**src/rtl/ifetch_pkg.sv**
```systemverilog
// Shared widths, fetch FSM encoding and PC helpers for the instruction fetch unit.
`ifndef IDWidth
`define IDWidth 32
`endif
`ifndef AddressWidth
`define AddressWidth 32
`endif

package ifetch_pkg;

    typedef enum logic [1:0] {
        IF_IDLE = 2'd0,
        IF_BUSY = 2'd1,
        IF_DROP = 2'd2
    } if_state_e;

    localparam logic [`AddressWidth-1:0] PC_STEP = `AddressWidth'(4);

    function automatic logic [`AddressWidth-1:0] align_pc(input logic [`AddressWidth-1:0] pc);
        return {pc[`AddressWidth-1:2], 2'b00};
    endfunction

endpackage

```
**src/rtl/ifetch_icache.sv**
```systemverilog
// Direct-mapped instruction cache: word-indexed valid/tag/data arrays with
// combinational lookup and a single synchronous fill port.
`ifndef IDWidth
`define IDWidth 32
`endif
`ifndef AddressWidth
`define AddressWidth 32
`endif

module ifetch_icache #(
    parameter int LINES = 64
) (
    input  logic                      clk_in,
    input  logic                      rst_n_in,
    input  logic [`AddressWidth-3:0]  lookup_word_i,
    output logic                      hit_o,
    output logic [`IDWidth-1:0]       data_o,
    input  logic                      fill_en_i,
    input  logic [`AddressWidth-3:0]  fill_word_i,
    input  logic [`IDWidth-1:0]       fill_data_i
);

    localparam int IW = $clog2(LINES);
    localparam int TW = `AddressWidth - 2 - IW;

    logic [LINES-1:0]    valid_q;
    logic [TW-1:0]       tag_q  [LINES];
    logic [`IDWidth-1:0] data_q [LINES];

    logic [IW-1:0] lk_idx;
    logic [IW-1:0] fl_idx;

    assign lk_idx = lookup_word_i[IW-1:0];
    assign fl_idx = fill_word_i[IW-1:0];

    assign hit_o  = valid_q[lk_idx] && (tag_q[lk_idx] == lookup_word_i[`AddressWidth-3:IW]);
    assign data_o = data_q[lk_idx];

    always_ff @(posedge clk_in or negedge rst_n_in) begin
        if (!rst_n_in) begin
            valid_q <= '0;
        end else if (fill_en_i) begin
            valid_q[fl_idx] <= 1'b1;
        end
    end

    // NOTE: tag/data arrays carry no reset; the valid bits alone qualify them,
    // so they stay plain RAM instead of a wide reset flop bank.
    always_ff @(posedge clk_in) begin
        if (fill_en_i) begin
            tag_q[fl_idx]  <= fill_word_i[`AddressWidth-3:IW];
            data_q[fl_idx] <= fill_data_i;
        end
    end

endmodule

```
**src/rtl/ifetch.sv**
```systemverilog
// Instruction fetch unit: PC, memory request FSM and instruction queue push.
// Define IF_ICACHE_EN to serve fetches from the direct-mapped ifetch_icache.
`ifndef IDWidth
`define IDWidth 32
`endif
`ifndef AddressWidth
`define AddressWidth 32
`endif

module ifetch
    import ifetch_pkg::*;
#(
    parameter logic [`AddressWidth-1:0] RESET_PC     = 32'h0,
    parameter int                       ICACHE_LINES = 64
) (
    input  logic                      clk_in,
    input  logic                      rst_n_in,
    input  logic                      rdy_in,
    output logic                      if_instqueue_en_out,
    output logic [`IDWidth-1:0]       if_instqueue_inst_out,
    output logic [`AddressWidth-1:0]  if_instqueue_pc_out,
    input  logic                      instqueue_if_rdy_in,
    output logic                      if_mem_en_out,
    output logic [`AddressWidth-1:0]  if_mem_addr_out,
    input  logic                      mem_if_valid_in,
    input  logic [`IDWidth-1:0]       mem_if_data_in,
    input  logic                      rob_if_rst_in,
    input  logic [`AddressWidth-1:0]  rob_if_pc_in,
    input  logic                      decoder_if_rst_in,
    input  logic [`AddressWidth-1:0]  decoder_if_pc_in,
    input  logic                      bp_if_rst_in,
    input  logic [`AddressWidth-1:0]  bp_if_pc_in
);

    if_state_e               state_q, state_d;
    logic [`AddressWidth-1:0] pc_q, pc_d;
    logic                     push_en_q, push_en_d;
    logic [`IDWidth-1:0]      push_inst_q, push_inst_d;
    logic [`AddressWidth-1:0] push_pc_q, push_pc_d;
    logic                     mem_en_q, mem_en_d;
    logic [`AddressWidth-1:0] mem_addr_q, mem_addr_d;

    logic                     flush;
    logic [`AddressWidth-1:0] flush_target;
    logic                     hit;
    logic [`IDWidth-1:0]      hit_data;

`ifdef IF_ICACHE_EN
    // Every response fills, including stale ones being discarded in DROP.
    logic fill_en;
    assign fill_en = rdy_in && mem_en_q && mem_if_valid_in;

    ifetch_icache #(
        .LINES (ICACHE_LINES)
    ) u_icache (
        .clk_in        (clk_in),
        .rst_n_in      (rst_n_in),
        .lookup_word_i (pc_q[`AddressWidth-1:2]),
        .hit_o         (hit),
        .data_o        (hit_data),
        .fill_en_i     (fill_en),
        .fill_word_i   (mem_addr_q[`AddressWidth-1:2]),
        .fill_data_i   (mem_if_data_in)
    );
`else
    logic [31:0] unused_icache_lines;
    assign unused_icache_lines = ICACHE_LINES;
    assign hit      = 1'b0;
    assign hit_data = '0;
`endif

    always_comb begin
        flush = rdy_in && (rob_if_rst_in || decoder_if_rst_in || bp_if_rst_in);
        if (rob_if_rst_in)          flush_target = rob_if_pc_in;
        else if (decoder_if_rst_in) flush_target = decoder_if_pc_in;
        else                        flush_target = bp_if_pc_in;
    end

    // NOTE: every next-state signal takes its hold value first, so no path
    // through this block can leave one unassigned and infer a latch.
    always_comb begin
        state_d     = state_q;
        pc_d        = pc_q;
        push_en_d   = push_en_q;
        push_inst_d = push_inst_q;
        push_pc_d   = push_pc_q;
        mem_en_d    = mem_en_q;
        mem_addr_d  = mem_addr_q;

        if (rdy_in) begin
            push_en_d = 1'b0;
            if (flush) begin
                pc_d = align_pc(flush_target);
                if (state_q != IF_IDLE) begin
                    // Memory cannot abort: keep requesting until the stale word arrives.
                    if (mem_if_valid_in) begin
                        mem_en_d = 1'b0;
                        state_d  = IF_IDLE;
                    end else begin
                        state_d  = IF_DROP;
                    end
                end
            end else begin
                unique case (state_q)
                    IF_IDLE: begin
                        if (instqueue_if_rdy_in && !push_en_q) begin
                            if (hit) begin
                                push_en_d   = 1'b1;
                                push_inst_d = hit_data;
                                push_pc_d   = pc_q;
                                pc_d        = pc_q + PC_STEP;
                            end else begin
                                mem_en_d    = 1'b1;
                                mem_addr_d  = pc_q;
                                state_d     = IF_BUSY;
                            end
                        end
                    end
                    IF_BUSY: begin
                        if (mem_if_valid_in) begin
                            push_en_d   = 1'b1;
                            push_inst_d = mem_if_data_in;
                            push_pc_d   = pc_q;
                            pc_d        = pc_q + PC_STEP;
                            mem_en_d    = 1'b0;
                            state_d     = IF_IDLE;
                        end
                    end
                    IF_DROP: begin
                        if (mem_if_valid_in) begin
                            mem_en_d = 1'b0;
                            state_d  = IF_IDLE;
                        end
                    end
                    default: state_d = IF_IDLE;
                endcase
            end
        end
    end

    // NOTE: sequential state uses non-blocking assignment so every register
    // samples the pre-edge values regardless of statement order.
    always_ff @(posedge clk_in or negedge rst_n_in) begin
        if (!rst_n_in) begin
            state_q     <= IF_IDLE;
            pc_q        <= RESET_PC;
            push_en_q   <= 1'b0;
            push_inst_q <= '0;
            push_pc_q   <= '0;
            mem_en_q    <= 1'b0;
            mem_addr_q  <= '0;
        end else begin
            state_q     <= state_d;
            pc_q        <= pc_d;
            push_en_q   <= push_en_d;
            push_inst_q <= push_inst_d;
            push_pc_q   <= push_pc_d;
            mem_en_q    <= mem_en_d;
            mem_addr_q  <= mem_addr_d;
        end
    end

    assign if_instqueue_en_out   = push_en_q;
    assign if_instqueue_inst_out = push_inst_q;
    assign if_instqueue_pc_out   = push_pc_q;
    assign if_mem_en_out         = mem_en_q;
    assign if_mem_addr_out       = mem_addr_q;

endmodule

```
**config.mk**
```make
export PLATFORM = sky130hd
export DESIGN_NAME = ifetch
export DESIGN_NICKNAME = d
export VERILOG_FILES = /design/src/rtl/ifetch_pkg.sv /design/src/rtl/ifetch_icache.sv /design/src/rtl/ifetch.sv
export SDC_FILE = /design/constraint.sdc
export NUM_CORES = 1
export LEC_CHECK = 0
export ABC_AREA = 1
export CORE_MARGIN = 3
export CORE_UTILIZATION = 50
export DETAILED_ROUTE_END_ITERATION = 12
export DONT_BUFFER_PORTS = 1
export GPL_ROUTABILITY_DRIVEN = 0
export GPL_TIMING_DRIVEN = 0
export SLEW_MARGIN = 20
export SYNTH_ARGS = -nofsm -noshare
export SYNTH_HDL_FRONTEND = slang
export SYNTH_SLANG_ARGS = --single-unit
```
**constraint.sdc**
```tcl
create_clock -name clk_in -period 1.7 [get_ports clk_in]
set_input_delay 0.34 -clock clk_in [delete_from_list [all_inputs] [get_ports clk_in]]
set_output_delay 0.34 -clock clk_in [all_outputs]
set_load 0.01 [all_outputs]
```
==> results of run 1 <==
==> worst register-to-register path, delay by kind of cell, from the launching register on <==
kind | cells | cell delay [ns]
AO/OA/AOI/OAI | 1 | 0.25
adder cells (fa/ha/maj) | 1 | 0.14
buffers and inverters | 4 | 0.49
flip-flops | 1 | 0.39
AND/OR/NAND/NOR | 4 | 0.31
==> path summary, 6_finish.rpt <==
| path | from | endpoint | slack (ns) |
|---|---|---|---|
| hold reg to reg | pc_q[31] | pc_q[31] | 0.51 |
| hold / removal | rst_n_in | if_mem_addr_out[26] | -0.38 |
| max in group asynchronous | rst_n_in | pc_q[11] | 1.92 |
| min in group clk_in | rdy_in | if_instqueue_en_out | 0.01 |
| setup reg to reg | state_q[1] | pc_q[17] | 0.05 |
| setup / recovery | state_q[1] | pc_q[17] | 0.05 |
==> per-layer routing <==
metal | vias up | wire, µm
li1 | 2831 | -
met3 | 20 | 1730
met2 | 271 | 8550
met4 | 0 | 301
met5 | - | 0
met1 | 2710 | 8080
==> what timing repair did <==
action                                 in CTS  in global routing
pin swaps                                   1                  7
endpoints found under the hold margin     126                126
setup buffers                               0                  3
resized for setup                           9                 51
setup endpoints to repair                  97                115
==> sequential cells by signal (all words and copies together), names as in the netlist <==
register and cells:
if_instqueue_en_out 1, if_instqueue_inst_out 32, if_instqueue_pc_out 30, if_mem_addr_out 30, if_mem_en_out 1, pc_q 30
state_q 2
==> report_power, final <==
group	total (mW)	switching, mW	internal (mW)
sequential	5.48	1.38	4.10
combinational	2.22	1.39	0.836
clock	3.74	1.29	2.45
total	11.4	4.06	7.38
==> Yosys cell counts <==
| library cell | n | area [µm²] |
|---|---|---|
| sky130_fd_sc_hd__o21ai_1 | 41 | 205 |
| sky130_fd_sc_hd__nor2_4 | 3 | 33.8 |
| sky130_fd_sc_hd__a31oi_1 | 4 | 25.0 |
| sky130_fd_sc_hd__inv_4 | 1 | 6.26 |
| sky130_fd_sc_hd__inv_2 | 5 | 18.8 |
| sky130_fd_sc_hd__nor2_1 | 49 | 184 |
| sky130_fd_sc_hd__o21ai_0 | 60 | 300 |
| sky130_fd_sc_hd__inv_1 | 44 | 165 |
| sky130_fd_sc_hd__a21oi_1 | 34 | 170 |
| sky130_fd_sc_hd__nand3_2 | 1 | 10.0 |
| sky130_fd_sc_hd__clkbuf_1 | 18 | 67.6 |
| sky130_fd_sc_hd__nand2_1 | 369 | 1390 |
| sky130_fd_sc_hd__o22ai_1 | 1 | 6.26 |
| sky130_fd_sc_hd__o31ai_1 | 1 | 7.51 |
| sky130_fd_sc_hd__a22oi_1 | 2 | 15.0 |
| sky130_fd_sc_hd__a211oi_1 | 2 | 15.0 |
| sky130_fd_sc_hd__and2_1 | 3 | 18.8 |
| sky130_fd_sc_hd__a22oi_2 | 1 | 12.5 |
| sky130_fd_sc_hd__conb_1 | 1 | 3.75 |
| sky130_fd_sc_hd__nor2_2 | 3 | 18.8 |
| sky130_fd_sc_hd__buf_6 | 5 | 56.3 |
| sky130_fd_sc_hd__buf_2 | 18 | 90.1 |
| sky130_fd_sc_hd__or2_2 | 1 | 6.26 |
| sky130_fd_sc_hd__ha_1 | 3 | 37.5 |
| sky130_fd_sc_hd__nand2_4 | 2 | 22.5 |
| sky130_fd_sc_hd__buf_4 | 6 | 45.0 |
| sky130_fd_sc_hd__xor2_1 | 6 | 52.6 |
| sky130_fd_sc_hd__o211ai_1 | 1 | 7.51 |
| sky130_fd_sc_hd__nand3_1 | 60 | 300 |
| sky130_fd_sc_hd__dfrtp_1 | 126 | 3150 |
==> kinds of logic (layout without fill, tap and decap cells) <==
kind of cell               after synthesis  count (layout)  synth area share [%]
adders and majority gates                3               3                 0.583
xor gates and xnor gates                 6               6                 0.816
other                                    1               5                0.0582
and+or+nand+nor                        491             491                  30.7
DFF                                    126             126                  49.0
AOI/OAI and AO/OA                      147             147                  11.9
buffers and inverters                   97             132                  6.97
==> final cells by class <==
class,count,area (µm²)
Clock buffer,22,484
Multi-Input combinational cell,651,2960
Fill cell,1187,4870
Antenna cell,1,2.50
Sequential cell,126,3150
Buffer,47,285
Clock inverter,10,134
Inverter,50,193
Tap cell,168,210
Timing Repair Buffer,3,22.5
==> metrics by stage <==
step | hold slack, ns | worst slack [ns] | setup TNS [ns]
global placement | 0.0475 | -0.0440 | -1.72
finish | -0.384 | 0.0526 | 0
CTS | -0.393 | -0.00627 | -0.00627
floorplan | 0.0444 | 0.257 | 0
detailed placement | 0.0476 | -0.114 | -4.19
global route | -0.403 | -0.0148 | -0.0778
==> results.md, run 1 <==
Run status:
- The flow ran to the end, but the final reports show violations.
- The final reports fail on negative hold slack.

Floorplan:
- For this configuration, the core starts out at a cell density of 52.3%.
- The total number of placement rows is 40.
- In this run the standard cell core region covers 12300 µm².
- The floorplan die height is 119 µm.
- The overall die width is 119 µm.
- During I/O placement, the number of pins put on the boundary was 234.
- The area enclosed by the die boundary is 14300 µm².

GRT:
- Entering global routing, the biggest net connects 127 pins.
- The met1 usage in global routing is 36.1%.
- Across every metal layer, demand over resource in global routing totals 26.4%.
- The number of antenna violations at the first check in global routing is 1.
- The first global-routing pass estimated 29.6 mm of wire.
- The global routing stage identified its most utilized layer as met2.
- Global routing finished with a remaining overflow of 0.
- The met3 routing resource usage after global routing is 8.11%.
- The met2 usage is 40.6%.
- The via count of the first global-routing pass is 5592.

Layout:
- Leaving out filler cells and counting taps, the final layout contains 1078.
- The most common cell after layout, fill and taps aside is sky130_fd_sc_hd__nand2_1.
- The ratio of cells with drive above 1 in the final layout is 11.6%.
- The final layout net count is 1035.
- After routing the design area is 7450 µm².
- Relative to the synthesized area, the layout overhead comes to 15.6%.
- The library cells used most frequently in the layout, excluding fill and tap cells, are sky130_fd_sc_hd__nand2_1, sky130_fd_sc_hd__dfrtp_1, sky130_fd_sc_hd__nand3_1.
- Once layout is complete, the utilization of the core stands at 60.5%.

Setup path:
- The largest individual stage delay along the critical path comes from the cell sky130_fd_sc_hd__dfrtp_1.
- The combined buffer and inverter count along the critical path is 4.
- The maximum single-stage delay on the critical path is 0.39 ns.
- The sort of element at the start of the critical path is a flop.
- The critical path required time is 2.06 ns.
- The number of cells on the worst reg-to-reg path is 10.
- The kind of critical path is reg -> reg.
- STA classifies the critical path endpoint as a flop.
- The critical path data arrival time is 2.00 ns.
- The biggest fanout along the worst timing path is 10.
- In this design, the largest share of critical-path delay is due to buffers and inverters.
- The count of cell instances traversed by the critical path is 10.
- Walking the worst path, the cells encountered are inv_2 -> ha_4 -> nand3_4 -> inv_4 -> nor2_4 -> buf_6 -> buf_6 -> a21oi_1 -> nand2_1 -> nand2_1.

Yosys:
- The share of the yosys chip area belonging to registers is 49.0%.
- The number of standard cells after synthesis is 871.
- The yosys synthesis warning count is 0.
- The average footprint of a synthesized cell is 7.39 µm².
- The number of register bits inferred by synthesis is 126.
- In this run, distinct cell masters in the synthesized netlist total 30.
- The mapped netlist covers 6440 µm².

STA:
- The maximum achievable frequency is 0.607 GHz.
- On the final layout, the worst hold slack is -0.384 ns.
- The number of hold-slack violations in the final timing report is 126.
- The total count of max-transition violations in the final report is 0.
- The actual transition at the worst max-transition pin is 0.552 ns.
- The worst max-slew margin expressed relative to the limit is 63.2%.
- The number of setup violations in the final report is 0.
- The final critical path takes up 96.9% of the cycle.
- The worst path needs 1.65 ns of the cycle, external delays included.
- On the final layout, the worst clock skew is 0.00887 ns.

Place:
- The number of port buffers is 0.
- The cell area after placement is 6660 µm².
- The count of placed standard cells including taps is 1042.
- The placed wire-length estimate after detailed placement is 14.2 mm.

Power:
- Summed over all cells, the static leakage comes to 3.69 nW.
- The overall power is 11.4 mW.
- The power density of the placed cells is 1540 nW/µm².
- IR analysis of the VDD net gives a maximum drop of 0.000643 V.

Clock tree:
- The number of clock sinks seen by CTS is 126.
- CTS built an H-tree with a depth of 4.
- The largest buffer count on any clock path is 2.
- TritonCTS built the clock tree.
- The clock transition at the registers of the reported paths is 0.05 ns.
- Clock latency on the worst-skew pair, taken at its later pin, is 0.42 ns.
- The tree is rooted in a sky130_fd_sc_hd__clkbuf_16.
- TritonCTS created 17 clock buffers.

Drt:
- In this run the remaining antenna-violating nets after routing total 0.
- Using the TritonRoute via totals, the vias-per-cell ratio works out to 5.41.
- The first-pass iteration count of the detailed router is 6.
- In the final routed layout, each cell accounts on average for 17.3 µm.
- Summed over all layers, the routed wires come to 18.7 mm.
- The DRC violation count after routing is 0.
- Across all layers, the routed design uses 5832 vias.
- In this run, the number of DRC markers left after iteration 0 of detailed routing was 590.

Run:
- The tool flagged a number of max-cap violations equal to 0.

Worst hold path:
- The worst min-delay path class is in -> async.
Note: power is estimated with default switching activity, not from simulation.
==> inputs of run 2 (changes only) <==
--- a/config.mk
+++ b/config.mk
@@ -12,6 +12,7 @@
 export DONT_BUFFER_PORTS = 1
 export GPL_ROUTABILITY_DRIVEN = 0
 export GPL_TIMING_DRIVEN = 0
+export SKIP_LAST_GASP = 1
 export SLEW_MARGIN = 20
 export SYNTH_ARGS = -nofsm -noshare
 export SYNTH_HDL_FRONTEND = slang
==> run 2 against run 1 <==
  * The flow still finishes with violations (negative hold slack)
  * Core utilization fell by 0.11 points
  * Register-to-register slack better by 0.02 ns
  * Critical endpoint is now pc_q[24]
  * Total power decreased by 0.21%
  * Non-clock buffer count did not move
  * Cell count did not move
  * Sequential power about the same
  * Critical path depth stayed put
  * Die area unchanged
==> results.md, run 2 (synthesis results as in run 1) <==
Run status:
- Result of the run: finished, violations left (unchanged).
- Violations in the final reports: negative hold slack (unchanged).

Drt:
- The via count normalized by instance count came to 5.39 (was 5.41).
- The residual antenna-violating net count after detailed routing is 0 (unchanged).
- The violation count after the first detailed-route iteration came to 611 (was 590).
- The DRC violation count after routing is 0 (unchanged).
- The overall routed net length is 18.6 mm (was 18.7 mm).
- The wire length per cell was 17.3 µm (about the same).
- The count of vias placed by the detailed router came to 5809 (was 5832).
- The first-pass iteration count of the detailed router is 5 (was 6).

Floorplan:
- The overall die width is 119 µm (unchanged).
- The initial cell density of the core came to 52.3% (unchanged).
- The floorplan die height is 119 µm (unchanged).
- The total number of placement rows came to 40 (unchanged).
- The area of the core came to 12300 µm² (unchanged).
- The area enclosed by the die boundary is 14300 µm² (unchanged).
- The number of top-level design ports was 234 (unchanged).

Clock tree:
- The largest buffer count on any clock path is 2 (unchanged).
- The TritonCTS clock tree is built (unchanged).
- The total number of H-tree levels is 4 (unchanged).
- The total clock buffers created by CTS is 17 (unchanged).
- The number of clock sinks seen by CTS is 126 (unchanged).
- The root buffer cell was sky130_fd_sc_hd__clkbuf_16 (unchanged).
- The clock transition at the registers of the reported paths is 0.05 ns (about the same).
- The latest clock arrival within the worst-skew pair is 0.42 ns (about the same).

GRT:
- The via count of the first global-routing pass is 5577 (was 5592).
- The maximum number of pins on one net before global-route repair is 127 (unchanged).
- The global-route wire length before repair is 29.6 mm (about the same).
- The number of antenna violations at the first check in global routing is 1 (unchanged).
- The global route total overflow is 0 (unchanged).
- The global-route usage over all layers was 26.4% (about the same).

Power:
- The maximum resistive drop on vdd is 0.000641 V (was 0.000643 V).
- The leakage power of the design is 3.68 nW (was 3.69 nW).
- The power density of the placed cells was 1540 nW/µm² (about the same).

Setup path:
- The biggest fanout along the worst timing path is 10 (unchanged).
- The start point of the critical path is state_q[1] (unchanged).
- The kind of critical path was reg -> reg (unchanged).
- The terminus of the critical flop-to-flop path was pc_q[24] (was pc_q[17]).
- The number of cells on the worst reg-to-reg path is 10 (unchanged).
- The critical path endpoint category is a flop (unchanged).
- The startpoint of the lowest-slack register-to-register path is state_q[1] (unchanged).
- The worst setup slack for register-to-register paths is 0.07 ns (was 0.05 ns).
- The critical path required time was 2.05 ns (was 2.06 ns).
- The critical path data arrival time is 1.98 ns (was 2.00 ns).
- The sort of element at the start of the critical path is a flop (unchanged).

Layout:
- The number of flip-flops under the largest register name is 32 (unchanged).
- The most common cell after layout, fill and taps aside is sky130_fd_sc_hd__nand2_1 (unchanged).
- The area growth from synthesis to layout was 15.4% (was 15.6%).
- The area of the multi-input gates is 2950 µm² (was 2960 µm²).
- The footprint of the flip-flops and latches came to 3150 µm² (unchanged).
- Top library cells by usage in the layout, fill and taps aside: sky130_fd_sc_hd__nand2_1, sky130_fd_sc_hd__dfrtp_1, sky130_fd_sc_hd__nand3_1 (unchanged).
- The ratio of cells with drive above 1 in the final layout is 11.3% (was 11.6%).
- The final layout net count is 1035 (unchanged).
- The filler cell count is 1183 (was 1187).

STA:
- The worst hold slack is -0.384 ns (about the same).
- The total count of max-transition violations in the final report is 0 (unchanged).
- The number of setup violations in the final report is 0 (unchanged).
- The clock period minus worst slack was 1.63 ns (was 1.65 ns).
- The actual transition at the worst max-transition pin is 0.552 ns (about the same).
- The final worst-path setup slack came to 0.0741 ns (was 0.0526 ns).
- The aggregate negative setup slack is 0 ns (unchanged).
- The number of hold-slack violations in the final timing report came to 126 (unchanged).
- The worst clock skew was 0.00605 ns (was 0.00887 ns).
- The ratio of final minimum period to clock period is 95.6% (was 96.9%).
- Setup repair after global routing could not meet its margin everywhere.
- The worst max-slew margin expressed relative to the limit is 63.2% (about the same).
- The maximum achievable frequency was 0.615 GHz (was 0.607 GHz).

Worst hold path:
- The worst min-delay path class is in -> async (unchanged).

Place:
- The number of port buffers is 0 (unchanged).
- The worst setup timing slack at the placement stage is -0.114 ns (unchanged).
- The placed wire-length estimate after detailed placement was 14.2 mm (unchanged).

Run:
- The number of maximum-capacitance violations is 0 (unchanged).
[run 2: worst max path at each step]
stage / end / slack (ns) / depth (start not counted)
floorplan: pc_q[26] / 0.26 / 10
global placement: if_mem_addr_out[13] / -0.04 / 8
detailed placement: if_mem_addr_out[16] / -0.11 / 8
CTS: if_instqueue_pc_out[4] / -0.02 / 9
global route: pc_q[20] / -0.04 / 10
finish: pc_q[24] / 0.07 / 10
[run 2: metrics by stage]
stage | hold slack [ns] | instance area, µm² | utilization (%) | instances | total power, mW
after floorplan | 0.0444 | 6450 | - | 874 | 6.84
after global placement | 0.0475 | 6660 | 54.1 | 1042 | 7.51
after detailed placement | 0.0476 | 6660 | 54.1 | 1042 | 7.63
after CTS | -0.393 | 7300 | 59.3 | 1074 | 11.4
after global routing | -0.403 | 7430 | 60.4 | 1078 | 12.1
final | -0.384 | 7430 | 60.4 | 1078 | 11.4
[run 2: power breakdown]
group / leakage (nW) / internal [mW] / total (mW) / switching, mW
clock network: 0.302 / 2.45 / 3.74 / 1.29
registers: 1.62 / 4.10 / 5.47 / 1.38
logic: 1.76 / 0.830 / 2.21 / 1.37
[run 2: repair_timing]
action	4_1_cts	5_1_grt
endpoints found under the hold margin	126	126
pin swaps	0	5
setup buffers	0	3
setup endpoints to repair	97	115
resized for setup	8	48
[run 2: layer usage]
metal,track usage (%),part of all wire (%)
met1,36.1,43
met2,40.5,46
met3,8.11,10
met4,8.09,1.7
met5,0,0
[run 2: layout make-up]
class	instances	share of cell area, %
multi-input combinational	651	39.6
timing repair buffer	3	0.303
sequential	126	42.4
inverter	50	2.59
buffer	47	3.84
clock inverter	10	1.80
antenna	1	0.0337
clock buffer	22	6.52
tap	168	2.83
[run 2: worst max-delay path, cell delays in order, from the launching register on]
cell	delay (ns)
sky130_fd_sc_hd__dfrtp_1	0.39
sky130_fd_sc_hd__inv_2	0.08
sky130_fd_sc_hd__ha_4	0.14
sky130_fd_sc_hd__nand3_4	0.08
sky130_fd_sc_hd__inv_4	0.14
sky130_fd_sc_hd__nor2_4	0.06
sky130_fd_sc_hd__buf_6	0.14
sky130_fd_sc_hd__buf_6	0.14
sky130_fd_sc_hd__a21oi_1	0.23
sky130_fd_sc_hd__nand2_1	0.09
sky130_fd_sc_hd__nand2_1	0.06
==> inputs of run 3 (changes only) <==
--- a/config.mk
+++ b/config.mk
@@ -7,11 +7,11 @@
 export LEC_CHECK = 0
 export ABC_AREA = 1
 export CORE_MARGIN = 3
-export CORE_UTILIZATION = 50
+export CORE_UTILIZATION = 45
 export DETAILED_ROUTE_END_ITERATION = 12
-export DONT_BUFFER_PORTS = 1
 export GPL_ROUTABILITY_DRIVEN = 0
 export GPL_TIMING_DRIVEN = 0
+export PLACE_DENSITY = 0.81
 export SKIP_LAST_GASP = 1
 export SLEW_MARGIN = 20
 export SYNTH_ARGS = -nofsm -noshare
==> run 3 against run 2 <==
  * The flow now finishes without violations
  * Critical path depth stayed put
  * Largest power group unchanged
  * Maximum frequency is 3.4% lower
  * Routed wire length is 12% higher
  * Cell area is 30% higher
  * First-iteration DRC count is 5.9% higher
  * Highest routed layer unchanged
  * Total power is 18% higher
  * Non-clock buffer count is 223 higher
  * Flip-flop and latch count stayed put
  * Critical endpoint is now pc_q[20]
  * Critical path type unchanged
  * Register-to-register slack worse by 0.06 ns
==> results.md, run 3 (synthesis results as in run 1) <==
Run status:
- Result of the run: complete, no violations (was finished, violations left).

Clock tree:
- The latest clock arrival within the worst-skew pair is 0.41 ns (was 0.42 ns).
- The TritonCTS clock tree was built (unchanged).
- The clock transition at the registers of the reported paths is 0.06 ns (was 0.05 ns).
- The total number of H-tree levels is 4 (unchanged).
- The root buffer cell is sky130_fd_sc_hd__clkbuf_16 (unchanged).
- The largest buffer count on any clock path is 2 (unchanged).
- The total clock buffers created by CTS was 17 (unchanged).
- The number of clock sinks seen by CTS is 126 (unchanged).

STA:
- The total count of max-transition violations in the final report is 0 (unchanged).
- The clock period minus worst slack is 1.68 ns (was 1.63 ns).
- The ratio of final minimum period to clock period came to 99.0% (was 95.6%).
- The maximum achievable frequency was 0.594 GHz (was 0.615 GHz).
- The worst clock skew came to 0.00563 ns (was 0.00605 ns).
- The number of hold-slack violations in the final timing report was 0 (was 126).
- Unrepaired setup endpoints after global routing: true (unchanged).
- The final worst-path setup slack came to 0.0177 ns (was 0.0741 ns).
- The number of setup violations in the final report is 0 (unchanged).
- The worst hold slack was 0.323 ns (was -0.384 ns).

Power:
- The leakage power of the design is 4.77 nW (was 3.68 nW).
- The maximum resistive drop on vdd was 0.000843 V (was 0.000641 V).
- The power density of the placed cells is 1390 nW/µm² (was 1540 nW/µm²).

Layout:
- Top library cells by usage in the layout, fill and taps aside: sky130_fd_sc_hd__nand2_1, sky130_fd_sc_hd__clkdlybuf4s50_1, sky130_fd_sc_hd__dfrtp_1 (was sky130_fd_sc_hd__nand2_1, sky130_fd_sc_hd__dfrtp_1, sky130_fd_sc_hd__nand3_1).
- The number of flip-flops under the largest register name is 32 (unchanged).
- The area growth from synthesis to layout came to 50.6% (was 15.4%).
- The number of diodes added for antenna fixing is 0 (was 1).
- The most common cell after layout, fill and taps aside was sky130_fd_sc_hd__nand2_1 (unchanged).
- The ratio of cells with drive above 1 in the final layout is 9.28% (was 11.3%).
- The final layout net count is 1258 (was 1035).
- The number of standard cells in the final layout excluding fillers is 1312 (was 1078).

Drt:
- The DRC violation count after routing is 0 (unchanged).
- The wire length per cell is 15.9 µm (was 17.3 µm).
- The via count normalized by instance count is 5.21 (was 5.39).
- The violation count after the first detailed-route iteration is 647 (was 611).
- The first-pass iteration count of the detailed router is 5 (unchanged).
- The residual antenna-violating net count after detailed routing is 0 (unchanged).
- The count of vias placed by the detailed router is 6838 (was 5809).
- The overall routed net length is 20.8 mm (was 18.6 mm).

Place:
- The count of placed standard cells including taps was 1277 (was 1042).
- The worst setup timing slack at the placement stage was -0.509 ns (was -0.114 ns).
- The number of port buffers is 222 (was 0).
- The placed wire-length estimate after detailed placement is 15.7 mm (was 14.2 mm).

Setup path:
- The kind of critical path is reg -> reg (unchanged).
- The worst setup slack for register-to-register paths is 0.02 ns (was 0.07 ns).
- The critical path required time came to 2.04 ns (was 2.05 ns).
- The critical path data arrival time is 2.03 ns (was 1.98 ns).
- The terminus of the critical flop-to-flop path was pc_q[20] (was pc_q[24]).
- The start point of the critical path is state_q[1] (unchanged).
- The sort of element at the start of the critical path is a flop (unchanged).
- The biggest fanout along the worst timing path is 10 (unchanged).
- The critical path endpoint category is a flop (unchanged).
- The startpoint of the lowest-slack register-to-register path is state_q[1] (unchanged).
- The number of cells on the worst reg-to-reg path was 10 (unchanged).

Floorplan:
- The number of top-level design ports came to 234 (unchanged).
- The overall die width came to 126 µm (was 119 µm).
- The area enclosed by the die boundary was 15800 µm² (was 14300 µm²).
- The floorplan die height is 126 µm (was 119 µm).
- The total number of placement rows was 43 (was 40).
- The initial cell density of the core is 46.2% (was 52.3%).
- The area of the core came to 13900 µm² (was 12300 µm²).

GRT:
- The global-route usage over all layers is 26.0% (was 26.4%).
- The global route total overflow is 0 (unchanged).
- The number of antenna violations at the first check in global routing is 0 (was 1).
- The global-route wire length before repair was 32.9 mm (was 29.6 mm).
- The maximum number of pins on one net before global-route repair was 79 (was 127).
- The via count of the first global-routing pass is 6426 (was 5577).

Worst hold path:
- The worst min-delay path class is in -> reg (was in -> async).
- The startpoint identified for the worst hold timing path is rob_if_rst_in.
- The depth of the worst hold-timing path is 4.
- The worst hold path terminates at pc_q[4].

Run:
- The number of maximum-capacitance violations came to 0 (unchanged).
==> run 3: repair_timing <==
action	4_1_cts	5_1_grt
resized for setup	17	55
hold endpoints to repair	48	0
endpoints found under the setup margin	107	121
buffers inserted	0	2
pin swaps	0	2
hold buffers	1	0
==> run 3: area by class of cell <==
cell class / instances / area (µm²)
multi-input cells: 651 / 2920
fillers: 1077 / 4240
clock inverters: 15 / 188
plain buffers: 47 / 292
well taps: 180 / 225
repair buffers: 226 / 2300
flip-flops and latches: 126 / 3150
clock buffers: 17 / 425
inverters: 50 / 193
==> run 3: worst max-delay path, cell delays in order (launching register included) <==
cell                      delay (ns)
sky130_fd_sc_hd__dfrtp_1        0.39
sky130_fd_sc_hd__inv_2          0.06
sky130_fd_sc_hd__ha_2           0.18
sky130_fd_sc_hd__nand3_4        0.10
sky130_fd_sc_hd__inv_4          0.17
sky130_fd_sc_hd__nor2_4         0.06
sky130_fd_sc_hd__buf_6          0.14
sky130_fd_sc_hd__buf_6          0.14
sky130_fd_sc_hd__a21oi_1        0.20
sky130_fd_sc_hd__nand2_1        0.10
sky130_fd_sc_hd__nand2_1        0.07
==> run 3: how the worst max path moves through the flow <==
| stage | to | slack, ns | cells after the start |
|---|---|---|---|
| after floorplan | pc_q[26] | 0.26 | 10 |
| after global placement | if_mem_en_out | -4.59 | 1 |
| after detailed placement | if_instqueue_pc_out[26] | -0.51 | 9 |
| after CTS | if_instqueue_pc_out[21] | -0.03 | 9 |
| after global routing | if_mem_addr_out[15] | -0.06 | 7 |
| final | pc_q[20] | 0.02 | 10 |
==> run 3: power by group <==
| group | switching [mW] | leakage (nW) | total [mW] | internal [mW] |
|---|---|---|---|---|
| combinational | 2.41 | 2.86 | 4.88 | 2.47 |
| sequential | 0.795 | 1.62 | 4.89 | 4.09 |
| clock | 1.38 | 0.290 | 3.71 | 2.32 |
==> run 3: metal layers <==
metal / GRT usage [%] / vias up / share of wire (%)
met1: 34.9 / 3160 / 42
met4: 7.02 / 0 / 1.5
met5: 0 / - / 0
met2: 42.3 / 367 / 47
li1: - / 3275 / -
met3: 6.70 / 36 / 9.0
==> run 3: per-stage QoR <==
stage / total power [mW] / cell area, µm² / util [%] / TNS [ns]
after floorplan: 6.84 / 6450 / - / 0
after global placement: 9.58 / 8900 / 63.9 / -629.61
after detailed placement: 9.75 / 8930 / 64.1 / -54.35
after CTS: 13.5 / 9570 / 68.7 / -0.0946
after global routing: 14.2 / 9700 / 69.6 / -0.300
final: 13.5 / 9700 / 69.6 / 0
